==> src/rtl/warp_xwb_if.sv <==
// warp_xwb_if: result/handshake bundle for the integer writeback collector.
// Carries ALU, MUL and DIV results in, and the rd1/rd2 writes, div_ready, pending and collision out.
interface warp_xwb_if #(
    parameter int DEPTH = 4
);
    localparam int CW = $clog2(DEPTH) + 1;

    logic          i_alu_valid;
    logic [4:0]    i_alu_rd;
    logic [63:0]   i_alu_data;
    logic          i_mul_valid;
    logic [4:0]    i_mul_rd;
    logic [63:0]   i_mul_data;
    logic          i_div_valid;
    logic          o_div_ready;
    logic [4:0]    i_div_rd;
    logic [63:0]   i_div_data;
    logic          o_rd1_wen;
    logic [4:0]    o_rd1_addr;
    logic [63:0]   o_rd1_wdata;
    logic          o_rd2_wen;
    logic [4:0]    o_rd2_addr;
    logic [63:0]   o_rd2_wdata;
    logic [CW-1:0] o_div_pending;
    logic          o_collision;

    modport master (
        output i_alu_valid, i_alu_rd, i_alu_data,
        output i_mul_valid, i_mul_rd, i_mul_data,
        output i_div_valid, i_div_rd, i_div_data,
        input  o_div_ready,
        input  o_rd1_wen, o_rd1_addr, o_rd1_wdata,
        input  o_rd2_wen, o_rd2_addr, o_rd2_wdata,
        input  o_div_pending, o_collision
    );

    modport slave (
        input  i_alu_valid, i_alu_rd, i_alu_data,
        input  i_mul_valid, i_mul_rd, i_mul_data,
        input  i_div_valid, i_div_rd, i_div_data,
        output o_div_ready,
        output o_rd1_wen, o_rd1_addr, o_rd1_wdata,
        output o_rd2_wen, o_rd2_addr, o_rd2_wdata,
        output o_div_pending, o_collision
    );
endinterface

==> src/rtl/warp_xwb.sv <==
// warp_xwb: merges ALU, MUL and DIV results onto register file ports rd1/rd2.
// Ports: i_clk, i_rst_n (async, active low), bus (warp_xwb_if.slave).
module warp_xwb #(
    parameter int DEPTH = 4
) (
    input  logic          i_clk,
    input  logic          i_rst_n,
    warp_xwb_if.slave     bus
);
    localparam int AW = $clog2(DEPTH);
    localparam int CW = AW + 1;

    logic [4:0]    r_mem_rd   [DEPTH];
    logic [63:0]   r_mem_data [DEPTH];
    logic [AW-1:0] r_rd_ptr;
    logic [AW-1:0] r_wr_ptr;
    logic [CW-1:0] r_count;

    logic          r_rd1_wen;
    logic [4:0]    r_rd1_addr;
    logic [63:0]   r_rd1_wdata;
    logic          r_rd2_wen;
    logic [4:0]    r_rd2_addr;
    logic [63:0]   r_rd2_wdata;
    logic          r_collision;

    logic          w_ready;
    logic          w_empty;
    logic          w_alu_eff;
    logic          w_mul_eff;
    logic          w_div_acc;
    logic          w_div_eff;
    logic          w_col;
    logic          w_cand_v;
    logic [4:0]    w_cand_rd;
    logic [63:0]   w_cand_data;
    logic          w_take1;
    logic          w_take2;
    logic          w_pop;
    logic          w_push;

    logic          w_n_wen1;
    logic [4:0]    w_n_addr1;
    logic [63:0]   w_n_data1;
    logic          w_n_wen2;
    logic [4:0]    w_n_addr2;
    logic [63:0]   w_n_data2;

    // Ready comes only from the registered count so it never
    // combinationally depends on this cycle's drain.
    assign w_ready   = (r_count < CW'(DEPTH));
    assign w_empty   = (r_count == '0);
    assign w_alu_eff = bus.i_alu_valid && (bus.i_alu_rd != 5'd0);
    assign w_mul_eff = bus.i_mul_valid && (bus.i_mul_rd != 5'd0);
    assign w_div_acc = bus.i_div_valid && w_ready;
    assign w_div_eff = w_div_acc && (bus.i_div_rd != 5'd0);
    assign w_col     = w_alu_eff && w_mul_eff &&
                       (bus.i_alu_rd == bus.i_mul_rd);

    // Head of FIFO first; bypass the incoming result only when empty.
    assign w_cand_v    = !w_empty || w_div_eff;
    assign w_cand_rd   = w_empty ? bus.i_div_rd   : r_mem_rd[r_rd_ptr];
    assign w_cand_data = w_empty ? bus.i_div_data : r_mem_data[r_rd_ptr];

    // On a collision MUL still owns port 2, so the candidate cannot use it.
    assign w_take1 = w_cand_v && !w_alu_eff;
    assign w_take2 = w_cand_v && !w_mul_eff && !w_take1;
    assign w_pop   = (w_take1 || w_take2) && !w_empty;
    assign w_push  = w_div_eff && !(w_empty && (w_take1 || w_take2));

    always_comb begin
        w_n_wen1  = 1'b0;
        w_n_addr1 = 5'd0;
        w_n_data1 = 64'd0;
        w_n_wen2  = 1'b0;
        w_n_addr2 = 5'd0;
        w_n_data2 = 64'd0;
        if (w_alu_eff) begin
            w_n_wen1  = 1'b1;
            w_n_addr1 = bus.i_alu_rd;
            w_n_data1 = bus.i_alu_data;
        end else if (w_take1) begin
            w_n_wen1  = 1'b1;
            w_n_addr1 = w_cand_rd;
            w_n_data1 = w_cand_data;
        end
        if (w_mul_eff && !w_col) begin
            w_n_wen2  = 1'b1;
            w_n_addr2 = bus.i_mul_rd;
            w_n_data2 = bus.i_mul_data;
        end else if (w_take2) begin
            w_n_wen2  = 1'b1;
            w_n_addr2 = w_cand_rd;
            w_n_data2 = w_cand_data;
        end
    end

    always_ff @(posedge i_clk) begin
        if (w_push) begin
            r_mem_rd[r_wr_ptr]   <= bus.i_div_rd;
            r_mem_data[r_wr_ptr] <= bus.i_div_data;
        end
    end

    always_ff @(posedge i_clk or negedge i_rst_n) begin
        if (!i_rst_n) begin
            r_rd_ptr    <= '0;
            r_wr_ptr    <= '0;
            r_count     <= '0;
            r_rd1_wen   <= 1'b0;
            r_rd1_addr  <= 5'd0;
            r_rd1_wdata <= 64'd0;
            r_rd2_wen   <= 1'b0;
            r_rd2_addr  <= 5'd0;
            r_rd2_wdata <= 64'd0;
            r_collision <= 1'b0;
        end else begin
            if (w_pop)
                r_rd_ptr <= r_rd_ptr + 1'b1;
            if (w_push)
                r_wr_ptr <= r_wr_ptr + 1'b1;
            r_count     <= r_count + CW'(w_push) - CW'(w_pop);
            r_rd1_wen   <= w_n_wen1;
            r_rd1_addr  <= w_n_addr1;
            r_rd1_wdata <= w_n_data1;
            r_rd2_wen   <= w_n_wen2;
            r_rd2_addr  <= w_n_addr2;
            r_rd2_wdata <= w_n_data2;
            r_collision <= w_col;
        end
    end

    assign bus.o_div_ready   = w_ready;
    assign bus.o_div_pending = r_count;
    assign bus.o_rd1_wen     = r_rd1_wen;
    assign bus.o_rd1_addr    = r_rd1_addr;
    assign bus.o_rd1_wdata   = r_rd1_wdata;
    assign bus.o_rd2_wen     = r_rd2_wen;
    assign bus.o_rd2_addr    = r_rd2_addr;
    assign bus.o_rd2_wdata   = r_rd2_wdata;
    assign bus.o_collision   = r_collision;
endmodule

==> src/flat_wrapper.sv <==
// flat-port wrapper written by rule: the top's interface ports become plain ports
module warp_xwb_flat 
#(
    parameter int DEPTH = 4
)
  (i_clk, i_rst_n, bus_i_alu_valid, bus_i_alu_rd, bus_i_alu_data, bus_i_mul_valid, bus_i_mul_rd, bus_i_mul_data, bus_i_div_valid, bus_i_div_rd, bus_i_div_data, bus_o_div_ready, bus_o_rd1_wen, bus_o_rd1_addr, bus_o_rd1_wdata, bus_o_rd2_wen, bus_o_rd2_addr, bus_o_rd2_wdata, bus_o_div_pending, bus_o_collision);
  warp_xwb_if #(.DEPTH(DEPTH)) bus_i ();
  input  logic i_clk;
  input  logic i_rst_n;
  input wire logic [$bits(bus_i.i_alu_valid)-1:0] bus_i_alu_valid;
  input wire logic [$bits(bus_i.i_alu_rd)-1:0] bus_i_alu_rd;
  input wire logic [$bits(bus_i.i_alu_data)-1:0] bus_i_alu_data;
  input wire logic [$bits(bus_i.i_mul_valid)-1:0] bus_i_mul_valid;
  input wire logic [$bits(bus_i.i_mul_rd)-1:0] bus_i_mul_rd;
  input wire logic [$bits(bus_i.i_mul_data)-1:0] bus_i_mul_data;
  input wire logic [$bits(bus_i.i_div_valid)-1:0] bus_i_div_valid;
  input wire logic [$bits(bus_i.i_div_rd)-1:0] bus_i_div_rd;
  input wire logic [$bits(bus_i.i_div_data)-1:0] bus_i_div_data;
  output wire logic [$bits(bus_i.o_div_ready)-1:0] bus_o_div_ready;
  output wire logic [$bits(bus_i.o_rd1_wen)-1:0] bus_o_rd1_wen;
  output wire logic [$bits(bus_i.o_rd1_addr)-1:0] bus_o_rd1_addr;
  output wire logic [$bits(bus_i.o_rd1_wdata)-1:0] bus_o_rd1_wdata;
  output wire logic [$bits(bus_i.o_rd2_wen)-1:0] bus_o_rd2_wen;
  output wire logic [$bits(bus_i.o_rd2_addr)-1:0] bus_o_rd2_addr;
  output wire logic [$bits(bus_i.o_rd2_wdata)-1:0] bus_o_rd2_wdata;
  output wire logic [$bits(bus_i.o_div_pending)-1:0] bus_o_div_pending;
  output wire logic [$bits(bus_i.o_collision)-1:0] bus_o_collision;
  assign bus_i.i_alu_valid = bus_i_alu_valid;
  assign bus_i.i_alu_rd = bus_i_alu_rd;
  assign bus_i.i_alu_data = bus_i_alu_data;
  assign bus_i.i_mul_valid = bus_i_mul_valid;
  assign bus_i.i_mul_rd = bus_i_mul_rd;
  assign bus_i.i_mul_data = bus_i_mul_data;
  assign bus_i.i_div_valid = bus_i_div_valid;
  assign bus_i.i_div_rd = bus_i_div_rd;
  assign bus_i.i_div_data = bus_i_div_data;
  assign bus_o_div_ready = bus_i.o_div_ready;
  assign bus_o_rd1_wen = bus_i.o_rd1_wen;
  assign bus_o_rd1_addr = bus_i.o_rd1_addr;
  assign bus_o_rd1_wdata = bus_i.o_rd1_wdata;
  assign bus_o_rd2_wen = bus_i.o_rd2_wen;
  assign bus_o_rd2_addr = bus_i.o_rd2_addr;
  assign bus_o_rd2_wdata = bus_i.o_rd2_wdata;
  assign bus_o_div_pending = bus_i.o_div_pending;
  assign bus_o_collision = bus_i.o_collision;
  warp_xwb #(.DEPTH(DEPTH)) u_core (.i_clk(i_clk), .i_rst_n(i_rst_n), .bus(bus_i));
endmodule
==> config.mk <==
export PLATFORM = sky130hd
export DESIGN_NAME = warp_xwb_flat
export DESIGN_NICKNAME = d
export VERILOG_FILES = /design/src/rtl/warp_xwb_if.sv /design/src/rtl/warp_xwb.sv /design/src/flat_wrapper.sv
export SDC_FILE = /design/constraint.sdc
export NUM_CORES = 1
export LEC_CHECK = 0
export ABC_AREA = 1
export CAP_MARGIN = 20
export CORE_MARGIN = 10
export CORE_UTILIZATION = 53
export CTS_BUF_LIST = sky130_fd_sc_hd__clkbuf_4
export CTS_CLUSTER_SIZE = 24
export DETAILED_ROUTE_END_ITERATION = 8
export GPL_ROUTABILITY_DRIVEN = 0
export PLACE_DENSITY = 0.85
export SLEW_MARGIN = 20
export SYNTH_ARGS = -nofsm -noshare
export SYNTH_HDL_FRONTEND = slang
export SYNTH_SLANG_ARGS = --single-unit
==> constraint.sdc <==
create_clock -name i_clk -period 6.1 [get_ports i_clk]
set_clock_uncertainty 0.05 [all_clocks]
set_input_delay 0.61 -clock i_clk [delete_from_list [all_inputs] [get_ports i_clk]]
set_output_delay 0.61 -clock i_clk [all_outputs]
set_load 0.005 [all_outputs]
==> results.py <==
metrics = {
    "power_and_ir_drop": {
        "clkPwrFrac_pct": 24.9,
        "power.total_mw": 9.827,
        "power_switching_mw": 3.487,
        "combPwrFrac_pct": 35.4,
        "ir_drop_mv": 0.3902,
        "swShare_pct": 35.48,
        "total_leakage_power_nw": 9.146,
        "p_seq_share_pct": 39.7,
        "p_int_mw": 6.340,
        "p_per_area_nw_per_um2": 437.1,
    },
    "synthesis": {
        "syn_area_per_cell_um2": 10.97,
        "synth_compound_area_share_pct": 7.195,
        "synth_simple_gate_area_share_pct": 18.92,
        "yosysUniqueCellTypes": 28,
        "async_reset_ff_share_pct": 34.91,
        "ys_seq_elements": 424,
        "syn-instance-count": 1574,
        "yosys.area.top_type": "edfxtp_1",
        "syn-num-nets": 1793,
        "synth.area.top_cells": "edfxtp_1 (48%), dfrtp_1 (21%), nand2_1 (12%)",
        "synth_edf_count": 276,
        "syn_area_um2": 17270,
        "synth_xor_area_share_pct": 0.4058,
        "synth_top_family_by_area": "simple AND/OR/NAND/NOR gates",
        "yosysSeqAreaShare_pct": 69.44,
        "yosys.area.top_type_share_pct": 48.00,
        "yosys_warnings": 0,
        "muxShareOfSynthArea_pct": 0,
        "synthAdderAreaFrac_pct": 0.5507,
        "synth_ff_type": "edfxtp_1",
    },
    "global_routing": {
        "antenna_found_initial": 7,
        "grt_pass1_vias": 14110,
        "track_usage_pct": 24.51,
        "grt_max_degree": 111,
        "grt_pass1_wl_mm": 78.60,
        "grt-ovfl-total": 0,
    },
    "critical_path": {
        "crit_required_ns": 6.42,
        "slowest_stage": "nor2_4",
        "arrival_ns": 3.67,
        "critPathLaunchType": "flop",
        "crit_cells": 5,
        "cp_top_family": "buffers and inverters",
        "cp_num_buf_inv": 2,
        "worst_r2r_path_depth": 5,
        "path_max_fanout": 99,
        "slowest_delay_ns": 0.80,
        "criticalPathCategory": "flop to flop",
        "path_cells": "nor3_4 -> inv_6 -> o21bai_2 -> nor2_4 -> buf_4",
        "crit_path_end_kind": "flop",
    },
    "sta": {
        "setup_viol": 0,
        "fmax_mhz": 298.5,
        "fin_crit_sh_pct": 54.93,
        "hold_violations": 0,
        "slew_violations": 0,
        "tns_ns": 0,
        "slew_headroom_pct": 27.90,
        "rsz0062_at_grt": "no",
        "fin_crit_ns": 3.351,
        "tightestPinTransition_ns": 1.081,
    },
    "flow_run": {
        "max_cap_viol_count": 0,
    },
    "floorplan": {
        "num_rows": 66,
        "die_area_um2": 40200,
        "core_um2": 32370,
        "num_io_pins": 357,
        "die_w_um": 200.5,
        "die_y_um": 200.5,
        "initial_core_util_pct": 53.34,
    },
    "route": {
        "drtAntennaViolNets": 0,
        "viasPerCell": 5.452,
        "first_pass_iters": 5,
        "vias": 13580,
        "wl_per_cell_um": 20.37,
        "drc": 0,
        "wirelength_mm": 50.72,
        "drt_first_iter_violations": 1220,
    },
    "hold_path": {
        "hold_class": "primary input to flop",
        "holdPathStages": 3,
    },
    "cts": {
        "clock_sinks": 424,
        "cts_tree": "built",
        "clkTransAtPathRegs_ns": 0.06,
        "insertion_delay_ns": 0.77,
        "cts_buffer_depth": 3,
        "cts_buffers": 105,
        "cts-root-buf": "clkbuf_4",
        "h-tree-depth": 3,
        "cts_setup_buffers": 0,
    },
    "layout": {
        "layout.nets": 2169,
        "final_core_util_pct": 69.44,
        "fill_cells": 2309,
        "syn2layout_area_growth_pct": 30.18,
        "drive_gt1_share_pct": 9.652,
    },
    "placement": {
        "hpwl_mm": 32.73,
        "portBuffers": 356,
    },
    "run_status": {
        "status": "finished, final reports clean",
    },
}
## routing by layer
layer	GRT usage, %	part of all wire, %	up-vias	routed length [um]
li1	-	-	6268	-
met1	27.49	37	6552	18600
met2	43.40	52	646	26540
met3	5.438	7.4	110	3761
met4	11.90	3.6	0	1824
met5	0	0	-	0
## cells in the mapped netlist, types with 2 or more instances
cell and n:
nand2_1 547, nand3_1 203, o21ai_1 65, ha_1 6, xor2_1 5, o211ai_1 64
buf_1 5, buf_6 2, clkbuf_1 32, buf_4 11, o21ai_0 80, nand2_2 2
dfrtp_1 148, xnor2_1 3, inv_2 6, buf_2 51, nor2_1 36, inv_1 20
edfxtp_1 276, a31oi_1 4
## worst reg2reg max path, cell delays in order, from the launching register on
cell      delay [ns]
dfrtp_1         0.49
nor3_4          0.11
inv_6           0.46
o21bai_2        0.36
nor2_4          0.80
buf_4           0.66
## per-stage QoR
stage                     instance area (um2)  std cells  hold slack, ns  worst slack [ns]
after global routing                    22480       2489          0.3074             2.525
final                                   22480       2490          0.3435             2.749
after CTS                               22460       2483          0.2862             2.684
after global placement                  21040       2284          0.4632             2.258
after floorplan                         17270       1574          0.2644             1.449
after detailed placement                21040       2284          0.4638             2.169
## layout make-up
type / count / area [um2] / area share [%]
well taps: 442 / 553.0 / 2.460
diodes: 7 / 17.52 / 0.07792
inverters: 26 / 105.1 / 0.4675
flip-flops and latches: 424 / 12000 / 53.37
clock buffers: 154 / 1156 / 5.143
multi-input cells: 1022 / 4715 / 20.97
repair buffers: 371 / 3684 / 16.39
clock inverters: 44 / 252.7 / 1.124
## flip-flops by register name, indices dropped and copies added (netlist names)
| register | cells |
|---|---|
| u_core.bus.o_rd2_addr | 5 |
| u_core.bus.o_rd2_wdata | 64 |
| u_core.r_mem_data | 256 |
| u_core.r_wr_ptr | 2 |
| u_core.bus.o_rd1_wdata | 64 |
| u_core.bus.o_rd2_wen | 1 |
| u_core.bus.o_div_pending | 3 |
| u_core.r_rd_ptr | 2 |
| u_core.bus.o_rd1_wen | 1 |
| u_core.bus.o_collision | 1 |
| u_core.bus.o_rd1_addr | 5 |
| u_core.r_mem_rd | 20 |
## power groups by stage
stage / combinational (mW) / clock, mW / sequential (mW)
2_1_floorplan: 1.92 / 0 / 3.96
3_3_place_gp: 3.37 / 0 / 3.93
3_5_place_dp: 3.48 / 0 / 3.96
4_1_cts: 3.50 / 2.47 / 3.90
5_1_grt: 3.84 / 2.64 / 3.96
6_report: 3.48 / 2.44 / 3.91
## cell families (layout without fill, tap and decap cells)
group | count (synthesis) | in the layout
simple gates | 793 | 793
flops | 424 | 424
compound gates | 214 | 214
buf+inv | 128 | 595
xor+xnor | 8 | 8
fa+ha+maj | 7 | 7
other cells | 0 | 7
## path summary, 6_finish.rpt
| path | start | end | slack (ns) |
|---|---|---|---|
| hold / removal | bus_i_alu_data[8] | u_core.bus.o_rd1_wdata[8] | 0.34 |
| setup reg to reg | u_core.bus.o_div_pending[1] | u_core.r_mem_data[0][52] | 2.75 |
| min in group asynchronous | i_rst_n | u_core.bus.o_rd1_wdata[56] | 0.40 |
| setup / recovery | u_core.bus.o_div_pending[1] | u_core.r_mem_data[0][52] | 2.75 |
| hold reg to reg | u_core.r_wr_ptr[1] | u_core.r_wr_ptr[1] | 0.49 |
| max in group asynchronous | i_rst_n | u_core.bus.o_rd1_wdata[22] | 4.08 |
## layout by cell type (no fill, tap or decap), types with 35 or more instances in the layout
cell type / instances
clkbuf_4: 154
clkdlybuf4s50_1: 355
clkinv_1: 35
dfrtp_1: 146
edfxtp_1: 276
nand2_1: 546
nand3_1: 203
o211ai_1: 64
o21ai_0: 80
o21ai_1: 65
## timing repair
item                                    CTS  global route
hold endpoints to repair                 74             0
resized for setup                         0             0
hold buffers                              1             0
endpoints found under the setup margin    0             0
Power figures use the tool's default switching activity.
